## src/rtl/uart_defs_pkg.sv

```systemverilog
// Shared UART receive-path types: per-byte error flags and the FIFO entry payload.
package uart_defs;

    localparam int unsigned BYTE_W = 8;
    localparam int unsigned ERR_W  = 2;

    typedef struct packed {
        logic frame_err;
        logic parity_err;
    } RxErr_t;

    typedef struct packed {
        RxErr_t            err;
        logic [BYTE_W-1:0] data;
    } RxFifoEntry_t;

endpackage

```

## src/rtl/uart_fifo_ram.sv

```systemverilog
// Register-array storage for the RX FIFO: one synchronous write port, one asynchronous read port.
module uart_fifo_ram
    import uart_defs::*;
#(
    parameter int unsigned DEPTH  = 16,
    parameter int unsigned ADDR_W = $clog2(DEPTH)
) (
    input  logic              clk,
    input  logic              we_i,
    input  logic [ADDR_W-1:0] waddr_i,
    input  RxFifoEntry_t      wdata_i,
    input  logic [ADDR_W-1:0] raddr_i,
    output RxFifoEntry_t      rdata_o
);

    RxFifoEntry_t mem_q [DEPTH];

    // Storage write; the array carries no reset since level gates every read.
    always_ff @(posedge clk) begin
        if (we_i) begin
            mem_q[waddr_i] <= wdata_i;
        end
    end

    assign rdata_o = mem_q[raddr_i];

endmodule

```

## src/rtl/uart_rx_fifo.sv

```systemverilog
// RX byte FIFO (first-word-fall-through) with fill level, threshold, sticky overflow and idle timeout.
module uart_rx_fifo
    import uart_defs::*;
#(
    parameter int unsigned DEPTH = 16,
    parameter int unsigned TO_W  = 16
) (
    input  logic                     clk,
    input  logic                     rst,
    input  logic                     flush_i,
    input  logic [7:0]               wr_d_i,
    input  logic [1:0]               wr_err_i,
    input  logic                     wr_valid_i,
    output logic                     wr_ready_o,
    output logic [7:0]               rd_d_o,
    output logic [1:0]               rd_err_o,
    output logic                     rd_valid_o,
    input  logic                     rd_ready_i,
    output logic [$clog2(DEPTH):0]   level_o,
    input  logic [$clog2(DEPTH):0]   thresh_i,
    output logic                     thresh_o,
    input  logic                     ovf_clr_i,
    output logic                     overflow_o,
    input  logic [TO_W-1:0]          timeout_i,
    output logic                     timeout_o
);

    localparam int unsigned PTR_W = $clog2(DEPTH);
    localparam int unsigned LVL_W = PTR_W + 1;
    localparam logic [LVL_W-1:0] LVL_FULL = LVL_W'(DEPTH);

    logic [PTR_W-1:0] wr_ptr_q, wr_ptr_d;
    logic [PTR_W-1:0] rd_ptr_q, rd_ptr_d;
    logic [LVL_W-1:0] level_q, level_d;
    logic [TO_W-1:0]  cnt_q, cnt_d;
    logic             ovf_q, ovf_d;
    logic             ready_q, ready_d;

    logic             full;
    logic             empty;
    logic             push;
    logic             pop;
    logic             ram_we;
    RxFifoEntry_t     wr_entry;
    RxFifoEntry_t     rd_entry;

    assign full  = (level_q == LVL_FULL);
    assign empty = (level_q == '0);
    assign push  = wr_valid_i & ready_q;
    assign pop   = rd_ready_i & ~empty;

    assign wr_entry.err.frame_err  = wr_err_i[1];
    assign wr_entry.err.parity_err = wr_err_i[0];
    assign wr_entry.data           = wr_d_i;

    // A flush swallows any same-cycle push, so it must not reach the array either.
    assign ram_we = push & ~flush_i;

    uart_fifo_ram #(
        .DEPTH  (DEPTH),
        .ADDR_W (PTR_W)
    ) u_ram (
        .clk     (clk),
        .we_i    (ram_we),
        .waddr_i (wr_ptr_q),
        .wdata_i (wr_entry),
        .raddr_i (rd_ptr_q),
        .rdata_o (rd_entry)
    );

    // Next-state for pointers, level, idle counter, overflow flag and write-ready.
    always_comb begin
        wr_ptr_d = wr_ptr_q;
        rd_ptr_d = rd_ptr_q;
        level_d  = level_q;
        cnt_d    = cnt_q;
        ovf_d    = ovf_q;

        if (flush_i) begin
            wr_ptr_d = '0;
            rd_ptr_d = '0;
            level_d  = '0;
            cnt_d    = '0;
        end else begin
            if (push) begin
                wr_ptr_d = wr_ptr_q + PTR_W'(1);
            end
            if (pop) begin
                rd_ptr_d = rd_ptr_q + PTR_W'(1);
            end
            case ({push, pop})
                2'b10:   level_d = level_q + LVL_W'(1);
                2'b01:   level_d = level_q - LVL_W'(1);
                default: level_d = level_q;
            endcase

            // Idle counter restarts on any traffic or while empty, else saturates at the timeout.
            if (push || pop || empty) begin
                cnt_d = '0;
            end else if (cnt_q >= timeout_i) begin
                cnt_d = timeout_i;
            end else begin
                cnt_d = cnt_q + TO_W'(1);
            end
        end

        // Dropped byte sets the sticky flag; set beats clear.
        if (wr_valid_i && full && !flush_i) begin
            ovf_d = 1'b1;
        end else if (ovf_clr_i) begin
            ovf_d = 1'b0;
        end

        ready_d = (level_d != LVL_FULL);
    end

    // State register with synchronous reset; write-ready stays low while reset is held.
    always_ff @(posedge clk) begin
        if (rst) begin
            wr_ptr_q <= '0;
            rd_ptr_q <= '0;
            level_q  <= '0;
            cnt_q    <= '0;
            ovf_q    <= 1'b0;
            ready_q  <= 1'b0;
        end else begin
            wr_ptr_q <= wr_ptr_d;
            rd_ptr_q <= rd_ptr_d;
            level_q  <= level_d;
            cnt_q    <= cnt_d;
            ovf_q    <= ovf_d;
            ready_q  <= ready_d;
        end
    end

    assign wr_ready_o = ready_q;
    assign level_o    = level_q;
    assign rd_valid_o = ~empty;
    assign rd_d_o     = empty ? 8'h00 : rd_entry.data;
    assign rd_err_o   = empty ? 2'b00 : {rd_entry.err.frame_err, rd_entry.err.parity_err};
    assign overflow_o = ovf_q;
    assign thresh_o   = (thresh_i != '0) && (level_q >= thresh_i);
    assign timeout_o  = (timeout_i != '0) && !empty && (cnt_q == timeout_i);

endmodule
```

## config.mk

```make
export PLATFORM = sky130hd
export DESIGN_NAME = uart_rx_fifo
export DESIGN_NICKNAME = d
export VERILOG_FILES = /design/src/rtl/uart_defs_pkg.sv /design/src/rtl/uart_fifo_ram.sv /design/src/rtl/uart_rx_fifo.sv
export SDC_FILE = /design/constraint.sdc
export NUM_CORES = 1
export LEC_CHECK = 0
export BUFFER_PORTS_ARGS = -buffer_cell sky130_fd_sc_hd__buf_2
export CAP_MARGIN = 5
export CORE_MARGIN = 1.5
export CORE_UTILIZATION = 55
export CTS_BUF_LIST = sky130_fd_sc_hd__clkbuf_4 sky130_fd_sc_hd__clkbuf_8 sky130_fd_sc_hd__clkbuf_16
export CTS_CLUSTER_DIAMETER = 200
export DETAILED_ROUTE_END_ITERATION = 12
export PLACE_DENSITY = 0.69
export SLEW_MARGIN = 15
export SYNTH_ARGS = -nofsm -noshare
export SYNTH_HDL_FRONTEND = slang
export SYNTH_SLANG_ARGS = --single-unit
export TNS_END_PERCENT = 30
```

## constraint.sdc

```tcl
create_clock -name clk -period 3.9 [get_ports clk]
set_input_delay 0.78 -clock clk [delete_from_list [all_inputs] [get_ports clk]]
set_output_delay 0.78 -clock clk [all_outputs]
set_load 0.1 [all_outputs]
```

==> results by group <==
Run status
  – Status: finished clean

Final layout
  – Register area: 5510 µm²
  – Area delta synth->final: 14.2%
  – Nets: 690
  – Layout cells sized above 1: 27.0%
  – Commonest non-fill, non-tap cell in the layout: edfxtp_1
  – Filler cells: 1074
  – Commonest non-fill, non-tap cells in the layout: 160 x edfxtp_1, 56 x buf_2, 50 x mux4_2, 43 x nor2_1, 33 x dfxtp_1
  – Multi-input gate area: 2880 µm²
  – Final Non-Filler Cells: 849

Critical path
  – Required @ worst endpoint: 3.12 ns
  – Critical path's top delay family: multiplexers
  – Crit path max-delay cell type: dfxtp_2
  – Worst R2R Path Depth: 11
  – Crit path arrival time: 2.67 ns
  – Setup crit end: rd_d_o[1]
  – Worst r2r src: level_o[3]
  – CP Depth: 5
  – CP cell instances: buf_12, mux4_2, mux4_2, and2_1, buf_2
  – Reg-to-Reg End: wr_ready_o
  – WS Path Type: reg -> out
  – Crit. End Element: primary output
  – Crit-path most repeated cell: mux4_2
  – Buffers and inverters on the worst path: 2
  – Reg2reg setup slack: 0.84 ns
  – Critical path startpoint category: register
  – Critical-path maximum fanout: 21
  – Crit path largest cell delay: 0.71 ns

Clock network
  – Clock sinks: 195
  – Post_cts resized: 0
  – Max Root-Sink Buffers: 2
  – CTS tree: built
  – TritonCTS buffer count: 17
  – Clock-pin slew on the worst setup and hold paths: 0.07 ns
  – Clock root buffer: clkbuf_16
  – Cts hold-fix bufs: 0
  – Clock latency on the worst-skew pair: 0.43 ns
  – Post-CTS setup buffers: 0
  – H-tree depth: 4

Floorplanning
  – Die area: 16400 µm²
  – Core ar.: 15300 µm²
  – Number of core rows: 45
  – Initial Util: 56.4%
  – Die Ht: 128 µm
  – DIE WIDTH: 128 µm
  – Num ports: 57

GRT
  – Initial antenna violation count: 2
  – Vias in the first global route: 5079
  – Largest net degree at the start of global routing: 41
  – All-Layer GR Usage: 23.8%
  – First-pass GRT wire length: 28300 µm
  – GRT overflow: 0

Route
  – # DRC: 0
  – Avg WL per Cell: 21.3 µm
  – TritonRoute pass-1 iters: 5
  – WL final: 18100 µm
  – Vias: 5109
  – DR vias/cell: 6.02
  – DR iter-0 viols: 511
  – Routed Antenna Nets: 0

Placed design
  – IO buf count: 56
  – GPL Wtd Cong: 0.857
  – Dpl cells: 816
  – Post-detail-place hpwl: 12300 µm

Timing
  – Worst slew margin: 46.1%
  – Fin crit share: 88.4%
  – Post-layout min period: 3.45 ns
  – Worst clock skew: 0.00974 ns
  – Fmax: 290 MHz
  – Slew @ Worst Pin: 0.808 ns
  – Unrepaired setup endpoints after global routing: no
  – Min Hold Slack: 0.467 ns
  – Post-Route Setup TNS: 0 ns
  – # setup viols final: 0
  – Final Hold Violating Endpoints: 0
  – Slew Limit Fails: 0

Synth
  – Synthesized instance count: 550
  – Synth Warn #: 0
  – Register area share after synthesis: 64.0%
  – Async S/R FF share, synth: 0%
  – Yosys cell types: 53
  – Post-Syn Nets: 616
  – Syn Area/Cell: 15.6 µm²
  – EDFF count, synth: 160
  – Syn Std Cell Area: 8600 µm²
  – Flops & latches, synth: 195
  – Ys flop type: edfxtp_1

Pwr
  – Peak supply drop: 0.338 mV
  – Pwr Density: 427 nW/µm²
  – Leakage: 3.41 nW

Flow run
  – Max_cap viols: 0

Min path
  – Min-Delay Path Class: reg -> reg
per-layer routing:
| layer | up-vias | routed length, µm | track usage (%) |
|---|---|---|---|
| li1 | 2298 | - | - |
| met1 | 2616 | 7740 | 32.0 |
| met2 | 170 | 9140 | 39.5 |
| met3 | 23 | 980 | 5.51 |
| met4 | 2 | 222 | 6.21 |
| met5 | - | 13 | 0 |
cell usage after synthesis, drive strengths merged (12+ instances only):
cell | n | share of area [%]
edfxtp | 160 | 56
inv | 29 | 1.3
nor2 | 43 | 1.9
buf | 13 | 0.87
mux4 | 50 | 13
ha | 29 | 4.2
a31oi | 14 | 1.0
dfxtp | 35 | 8.1
xnor2 | 12 | 1.2
a21oi | 14 | 0.86
nand2 | 18 | 0.79
a211oi | 17 | 1.5
and2 | 15 | 1.1
through the flow:
stage	util, %	power [mW]	setup slack (ns)	cell area, µm²
final	64.4	4.20	0.453	9830
after global routing	64.4	4.34	0.343	9830
after CTS	64.4	4.23	0.394	9830
after detailed placement	60.5	2.51	0.461	9230
after global placement	60.5	2.51	0.533	9230
after floorplan	-	2.44	0.233	8610
state kept, by name (all words and copies together) (netlist names), named ones only:
register     count
wr_ready_o       1
cnt_q           16
wr_ptr_q         4
level_o          5
u_ram.mem_q    160
rd_ptr_q         4
overflow_o       1
worst register-to-register path: stages (launching register included):
cell and delay [ns]:
dfxtp_1 0.42, nor4_2 0.45, nand2_1 0.09, buf_4 0.20
and2_1 0.24, ha_1 0.31, a21oi_1 0.25, nor2b_1 0.18
mux2i_1 0.11, xor2_1 0.21, nor4b_1 0.33, o32ai_1 0.15
power breakdown:
| part | leakage [nW] | switching [mW] | internal [mW] | total (mW) |
|---|---|---|---|---|
| Sequential | 1.72 | 0.00514 | 2.25 | 2.26 |
| Combinational | 1.40 | 0.144 | 0.0648 | 0.209 |
| Clock | 0.294 | 0.806 | 0.927 | 1.73 |
final cells by class:
type,count,area share [%]
multi-input cells,303,29.3
flip-flops and latches,195,56.0
clock inverters,14,1.64
diodes,1,0.0255
clock buffers,18,4.40
inverters,29,1.11
repair buffers,78,4.79
well taps,211,2.69
worst min-delay path by stage:
stage / startpoint / end / slack (ns) / cells after the start
6_report: overflow_o / overflow_o / 0.47 / 2
3_3_place_gp: overflow_o / overflow_o / 0.45 / 2
4_1_cts: overflow_o / overflow_o / 0.46 / 2
3_5_place_dp: overflow_o / overflow_o / 0.45 / 2
5_1_grt: overflow_o / overflow_o / 0.49 / 2
2_1_floorplan: rd_ptr_q[3] / register / 0.47 / 2
kinds of logic (layout without fill, tap and decap cells):
family | after synthesis | after routing | synth area share [%]
compound gates | 74 | 74 | 6.11
xor+xnor | 23 | 23 | 2.34
fa+ha+maj | 29 | 29 | 4.22
buf+inv | 52 | 139 | 2.57
flops | 195 | 195 | 64.0
mux | 53 | 53 | 13.4
other cells | 0 | 1 | 0
simple gates | 124 | 124 | 7.34
(Power assumes the default switching activity.)
